[src/rtl/serial_feeder_pkg.sv]
//==============================================================================
// Module  : serial_feeder_pkg
// Brief   : Shared state encoding and widths for the serial word feeder.
// Revision: 1.0 - initial release
//==============================================================================
`default_nettype none

package serial_feeder_pkg;

    typedef enum logic [1:0] {
        ST_IDLE   = 2'd0,
        ST_SHIFT  = 2'd1,
        ST_PARITY = 2'd2,
        ST_GAP    = 2'd3
    } state_t;

    localparam int GAP_CNT_W = 4;
    localparam int WORDS_W   = 16;

    function automatic int cnt_width(input int w);
        return (w > 2) ? $clog2(w) : 1;
    endfunction

endpackage

`default_nettype wire

[src/rtl/piso_shift_reg.sv]
//==============================================================================
// Module  : piso_shift_reg
// Brief   : Parallel-load shift register with selectable bit order.
// Revision: 1.0 - initial release
//==============================================================================
`default_nettype none

module piso_shift_reg #(
    parameter int WIDTH = 8
) (
    input  logic             clk,
    input  logic             rst,
    input  logic             load,
    input  logic             shift,
    input  logic             msb_first,
    input  logic [WIDTH-1:0] data,
    output logic             bit_next
);

    logic [WIDTH-1:0] shreg;
    logic             msb_order;

    // The register holds only the bits not yet handed out; bit_next is the
    // bit the caller should register on the current edge.
    always_ff @(posedge clk or posedge rst) begin
        if (rst) begin
            shreg     <= '0;
            msb_order <= 1'b0;
        end else if (load) begin
            shreg     <= msb_first ? (data << 1) : (data >> 1);
            msb_order <= msb_first;
        end else if (shift) begin
            shreg     <= msb_order ? (shreg << 1) : (shreg >> 1);
        end
    end

    assign bit_next = load ? (msb_first ? data[WIDTH-1] : data[0])
                           : (msb_order ? shreg[WIDTH-1] : shreg[0]);

endmodule

`default_nettype wire

[src/rtl/serial_word_feeder.sv]
//==============================================================================
// Module  : serial_word_feeder
// Brief   : Valid/ready word input serialised one bit per clk; optional even
//           parity bit per word enabled by SERIAL_FEEDER_PARITY_EN.
// Revision: 1.0 - initial release
//==============================================================================
`default_nettype none

module serial_word_feeder
    import serial_feeder_pkg::*;
#(
    parameter int   WIDTH    = 8,
    parameter int   GAP      = 0,
    parameter logic IDLE_BIT = 1'b0
) (
    input  logic               clk,
    input  logic               rst,
    input  logic [WIDTH-1:0]   in_data,
    input  logic               in_valid,
    output logic               in_ready,
    input  logic               msb_first,
    output logic               ser_out,
    output logic               ser_valid,
    output logic               frame_start,
    output logic               busy,
    output logic [WORDS_W-1:0] words_sent
);

    localparam int                   CNT_W    = cnt_width(WIDTH);
    localparam logic [CNT_W-1:0]     LAST_CNT = CNT_W'(WIDTH - 1);
    localparam logic [GAP_CNT_W-1:0] GAP_LAST = GAP_CNT_W'((GAP > 0) ? GAP - 1 : 0);

    state_t                state;
    logic [CNT_W-1:0]      bit_cnt;
    logic [GAP_CNT_W-1:0]  gap_cnt;
    logic                  last_bit;
    logic                  word_end;
    logic                  accept;
    logic                  bit_next;

    assign last_bit = (state == ST_SHIFT) && (bit_cnt == LAST_CNT);
`ifdef SERIAL_FEEDER_PARITY_EN
    assign word_end = (state == ST_PARITY);
`else
    assign word_end = last_bit;
`endif

    // Ready in the final emitted cycle only without a gap, so words stream
    // back-to-back with no idle bit between them.
    assign in_ready = (state == ST_IDLE) || ((GAP == 0) && word_end);
    assign accept   = in_valid && in_ready;
    assign busy     = (state != ST_IDLE);

    piso_shift_reg #(
        .WIDTH(WIDTH)
    ) u_piso (
        .clk      (clk),
        .rst      (rst),
        .load     (accept),
        .shift    ((state == ST_SHIFT) && !last_bit),
        .msb_first(msb_first),
        .data     (in_data),
        .bit_next (bit_next)
    );

`ifdef SERIAL_FEEDER_PARITY_EN
    logic par_bit;

    always_ff @(posedge clk or posedge rst) begin
        if (rst) begin
            par_bit <= 1'b0;
        end else if (accept) begin
            par_bit <= ^in_data;
        end
    end
`endif

    always_ff @(posedge clk or posedge rst) begin
        if (rst) begin
            state       <= ST_IDLE;
            bit_cnt     <= '0;
            gap_cnt     <= '0;
            ser_out     <= IDLE_BIT;
            ser_valid   <= 1'b0;
            frame_start <= 1'b0;
            words_sent  <= '0;
        end else begin
            frame_start <= 1'b0;
            if (accept) begin
                state       <= ST_SHIFT;
                bit_cnt     <= '0;
                ser_out     <= bit_next;
                ser_valid   <= 1'b1;
                frame_start <= 1'b1;
            end else if (word_end) begin
                state     <= (GAP > 0) ? ST_GAP : ST_IDLE;
                gap_cnt   <= '0;
                ser_out   <= IDLE_BIT;
                ser_valid <= 1'b0;
            end else begin
                case (state)
                    ST_SHIFT: begin
`ifdef SERIAL_FEEDER_PARITY_EN
                        if (last_bit) begin
                            state   <= ST_PARITY;
                            ser_out <= par_bit;
                        end else
`endif
                        begin
                            bit_cnt <= bit_cnt + 1'b1;
                            ser_out <= bit_next;
                        end
                    end
                    ST_GAP: begin
                        if (gap_cnt == GAP_LAST) begin
                            state <= ST_IDLE;
                        end else begin
                            gap_cnt <= gap_cnt + 1'b1;
                        end
                    end
                    default: ;
                endcase
            end

            if (word_end) begin
                words_sent <= words_sent + 1'b1;
            end
        end
    end

endmodule

`default_nettype wire

[config.mk]
export PLATFORM = sky130hd
export DESIGN_NAME = serial_word_feeder
export DESIGN_NICKNAME = d
export VERILOG_FILES = /design/src/rtl/serial_feeder_pkg.sv /design/src/rtl/piso_shift_reg.sv /design/src/rtl/serial_word_feeder.sv
export SDC_FILE = /design/constraint.sdc
export NUM_CORES = 1
export LEC_CHECK = 0
export ABC_AREA = 1
export CAP_MARGIN = 20
export CORE_ASPECT_RATIO = 0.8
export CORE_MARGIN = 4
export CORE_UTILIZATION = 35
export DETAILED_ROUTE_END_ITERATION = 8
export DONT_BUFFER_PORTS = 1
export REMOVE_ABC_BUFFERS = 1
export SETUP_SLACK_MARGIN = 0.1
export SYNTH_ARGS = -nofsm -noshare
export SYNTH_HDL_FRONTEND = slang
export SYNTH_SLANG_ARGS = --single-unit
[constraint.sdc]
create_clock -name clk -period 2.03 [get_ports clk]
set_clock_uncertainty 0.2 [all_clocks]
set_input_delay 0.609 -clock clk [delete_from_list [all_inputs] [get_ports clk]]
set_output_delay 0.609 -clock clk [all_outputs]
set_load 0.01 [all_outputs]
==> After elaboration in Yosys (flattened, before gate mapping) <==
Index checks and enable logic that the tools add are counted.
{ "classes": {"addsub": 3, "eq_ne": 5, "mux": 23, "n_bitwise": 1, "n_reduce_logical": 18} }
{ "op_table": {"columns": ["operator", "count"], "rows": [
  ["two-way mux 8 bit", 4],
  ["adder 16 x 1 -> 16 bit, second input constant", 1],
  ["two-way mux 4 bit", 3],
  ["nonzero test 2 bit", 5],
  ["two-way mux 1 bit", 9],
  ["two-way mux 3 bit", 3],
  ["nonzero test 3 bit", 3],
  ["two-way mux 2 bit", 4],
  ["adder 4 x 1 -> 4 bit, second input constant", 1],
  ["zero test 4 bit", 1],
  ["AND reduction 2 bit", 2],
  ["adder 3 x 1 -> 3 bit, second input constant", 1],
  ["equality test 3 bit, second input constant", 1],
  ["logical AND 1 bit", 3],
  ["AND reduction 3 bit", 1],
  ["equality test 2 x 1 -> 1 bit, second input constant", 1],
  ["equality test 2 bit, second input constant", 1],
  ["zero test 2 bit", 1],
  ["!= test 2 x 1 -> 1 bit, second input constant", 1],
  ["!= test 2 bit, second input constant", 1],
  ["zero test 1 bit", 1],
  ["logical OR 1 bit", 1],
  ["NOT 1 bit", 1]
]} }
{ "word_totals": {"reg_bits": 37, "wordCells": 59} }

==> Longest topological paths before layout <==
{ "logic_depth": {"word_depth": 8, "depth_mapped": 10, "mapped_depth_nobuf": 10} }

==> Cells and area by module <==
A second synthesis with hierarchy kept.
{ "hier_totals": {"cells_unflattened": 234, "area_unflattened_um2": 1749.2} }
{ "by_module_without_submodules": {"columns": ["module", "instances", "cells_each", "area_per_inst_um2"], "rows": [
  ["serial_word_feeder", 1, 127, 1104.8],
  ["piso_shift_reg", 1, 107, 644.4]
]} }

==> Worst setup path after synthesis <==
No wires, ideal clock.
{ "synth_timing": {"path_kind": "flip-flop to output port", "startpoint": "register bit_cnt[0]", "endpoint": "output port in_ready", "t_arrival_ns": 0.952, "t_required_ns": 1.221, "slack_ns": 0.269, "path_stages_with_launch": 5, "path_buffers": 0, "path_cell_list": "dfrtp_1 -> ha_1 -> ha_1 -> inv_1 -> nand2_2"} }
{ "synth_between": {"elab_chain_len": 3} }
{ "synth_lines": {"columns": ["item", "line", "rtl"], "rows": [
  ["from (decl)", "serial_word_feeder.sv:34", "logic [CNT_W-1:0] bit_cnt;"],
  ["from (signal assigned)", "serial_word_feeder.sv:110", "bit_cnt <= bit_cnt + 1'b1;"],
  ["equality test 3 bit", "serial_word_feeder.sv:41", "assign last_bit = (state == ST_SHIFT) && (bit_cnt == LAST_CNT);"],
  ["logical AND 1 bit", "serial_word_feeder.sv:41", null],
  ["logical OR 1 bit", "serial_word_feeder.sv:50", "assign in_ready = (state == ST_IDLE) || ((GAP == 0) && word_end);"],
  ["to (decl)", "serial_word_feeder.sv:20", "output logic in_ready,"]
]} }
Every way passes these cells.

==> Worst setup path after layout <==
{ "layout_timing": {"startpoint": "register bit_cnt[1]", "endpoint": "output port in_ready"} }
The elaborated chain is that of the path after synthesis.

==> results.ini <==
[pwr]
p_per_area_nw_per_um2 = 1160
p_clk_frac = 0.215
combPwrFrac = 0.325
ir_worst_vdd_mv = 0.415
seq_power_share = 0.460
power.switching_mw = 0.819
total_power_mw = 2.15
p_leak_nw = 0.933
switching_share = 0.381
p_int_mw = 1.33

[timing]
post-route-period-util = 0.977
setup_viol = 0
worst_pin_slew_ns = 0.323
rsz0062_at_grt = yes
slew_violations = 0
fmax_mhz = 504
min_period_ns = 1.98
worst_slack_ns = 0.0473
slew_headroom = 0.785
hold_violations = 0

[setup_path]
crit_path_start_kind = flip-flop
cp_data_arrival_time_ns = 1.17
path_max_fanout = 7
worstPathRequired_ns = 1.22
reg2reg_depth = 10
endpoint_kind = output port
setup.worst_path.class = reg -> out

[floorplanning]
fp.dieW_um = 84.5
rows = 21
coreArea_um2 = 4360
die_h_um = 69.2
die_area_um2 = 5850
start_util = 0.376
ios = 33

[synth]
yosysTopAreaCell = dfrtp_1
synth_ff_type = dfrtp_1
synth_cells = 208
ys_top_cells_by_count = nand2_1, dfrtp_1, inv_1
synth_edf_count = 0
yosysMostFrequentCell = nand2_1
synthArstFlopShare = 1.00
synth.distinct_cells = 26
synthTopCellsByArea = dfrtp_1, nand2_1, inv_1
yosys_register_bits = 31
synth.avg_cell_area_um2 = 7.88
synth_seq_area_share = 0.473
syn-cell-area_um2 = 1640
synth_top_cell_area_share = 0.473
yosys_warnings = 0

[layout]
finalNetCount = 232
layout-drive-gt1-share = 0.133
final_util = 0.424
area.growth.synth_to_final_pct = 12.8
fin_area_um2 = 1850
insertedDiodeCount = 0
finalNonFillerCells = 275

[grt]
grt_pass1_wl_um = 6150
grt_start_max_net_pins = 20
grt_usage = 0.128
grt-ovfl-total = 0
grt_pass1_vias = 1249
antenna_found_initial = 0

[min_path]
hold_path_class = in -> async

[placement]
hpwlAfterDp_um = 2580
dp_slack_ns = 0.179
dpl-instance-area_um2 = 1720
gp_congestion = 0.832
dp.cells = 266
port-buffer-count = 0

[detailed_routing]
ant_nets = 0
vias = 1263
wl_per_cell_um = 12.2
wl_um = 3340
drc = 0
firstDrtPassIters = 4
viasPerCell = 4.59
drtIter0Drc = 42

[clocking]
cts.clk_slew.worst_paths_ns = 0.07
clk_latency_ns = 0.28
htreeDepth = 2
clockBufferDepth = 2
root_buffer = clkbuf_8
cts_tree = yes
cts.sinks = 31
numCtsBuffers = 5

[outcome]
status = finished clean

[job]
cap_violations = 0

power by group through the flow:
stage / Combinational [mW] / Clock [mW] / Sequential, mW
floorplan: 0.503 / 0 / 0.964
global placement: 0.653 / 0 / 0.991
detailed placement: 0.666 / 0 / 0.987
CTS: 0.697 / 0.486 / 0.989
global route: 0.810 / 0.511 / 1.02
finish: 0.700 / 0.462 / 0.989
critical path: stages (launching register included):
cell and delay, ns:
dfrtp_1 0.39, ha_2 0.20, ha_4 0.16, inv_2 0.06
nand2_4 0.09
final cells by class:
class | instances | area [um2]
multi-input cells | 141 | 754
fillers | 450 | 2510
clock inverters | 3 | 15.0
repair buffers | 5 | 37.5
clock buffers | 5 | 68.8
well taps | 57 | 71.3
flip-flops and latches | 31 | 776
inverters | 33 | 126
placed cells by master, fill, tap and decap left out, types with 3 or more instances in the layout:
master,netlist,final
a21oi_1,8,8
buf_4,1,5
clkbuf_8,0,5
clkinv_2,0,3
dfrtp_1,31,31
inv_1,28,27
inv_2,3,3
nand2_1,59,59
nand2_2,5,3
nand3_1,12,12
nor2_1,16,15
o21ai_0,12,10
o21ai_1,1,3
xnor2_1,3,3
xor2_1,6,6
layer usage:
| metal | global-route usage | part of all wire |
|---|---|---|
| met5 | 0 | 0 |
| met4 | 0.0475 | 0.017 |
| met3 | 0.0451 | 0.056 |
| met2 | 0.174 | 0.41 |
| met1 | 0.186 | 0.52 |
sequential cells by signal (all words and copies together) (netlist names):
name	cells
u_piso.msb_order	1
ser_valid	1
ser_out	1
words_sent	16
frame_start	1
u_piso.shreg	8
bit_cnt	3
through the flow:
step,TNS [ns],hold slack (ns)
global route,-0.0109,0.0550
CTS,0,0.0224
finish,0,0.0231
detailed placement,0,0.274
global placement,0,0.270
floorplan,0,0.250
worst paths after layout:
| check | slack (ns) | from | end |
|---|---|---|---|
| max in group asynchronous | 1.37 | rst | words_sent[2] |
| hold reg to reg | 0.29 | bit_cnt[0] | bit_cnt[0] |
| hold / removal | 0.02 | rst | words_sent[4] |
| setup / recovery | 0.05 | bit_cnt[1] | in_ready |
| min in group clk | 0.29 | bit_cnt[0] | bit_cnt[0] |
| setup reg to reg | 0.24 | bit_cnt[0] | words_sent[10] |
cells by family (layout without fill, tap and decap cells):
family | Yosys count | in the layout | synth area share
DFF | 31 | 31 | 0.473
and+or+nand+nor | 101 | 101 | 0.273
buffers and inverters | 36 | 46 | 0.0863
adders and majority gates | 3 | 3 | 0.0229
AOI/OAI and AO/OA | 28 | 28 | 0.0969
xor gates and xnor gates | 9 | 9 | 0.0481
timing repair:
| item | CTS | global route |
|---|---|---|
| gates resized for setup | 5 | 6 |
| setup endpoints to repair | 1 | 7 |
| buffers inserted | 1 | 0 |
| hold buffers | 0 | 0 |
| pin swaps | 1 | 0 |
Note: power is estimated with default switching activity, not from simulation.
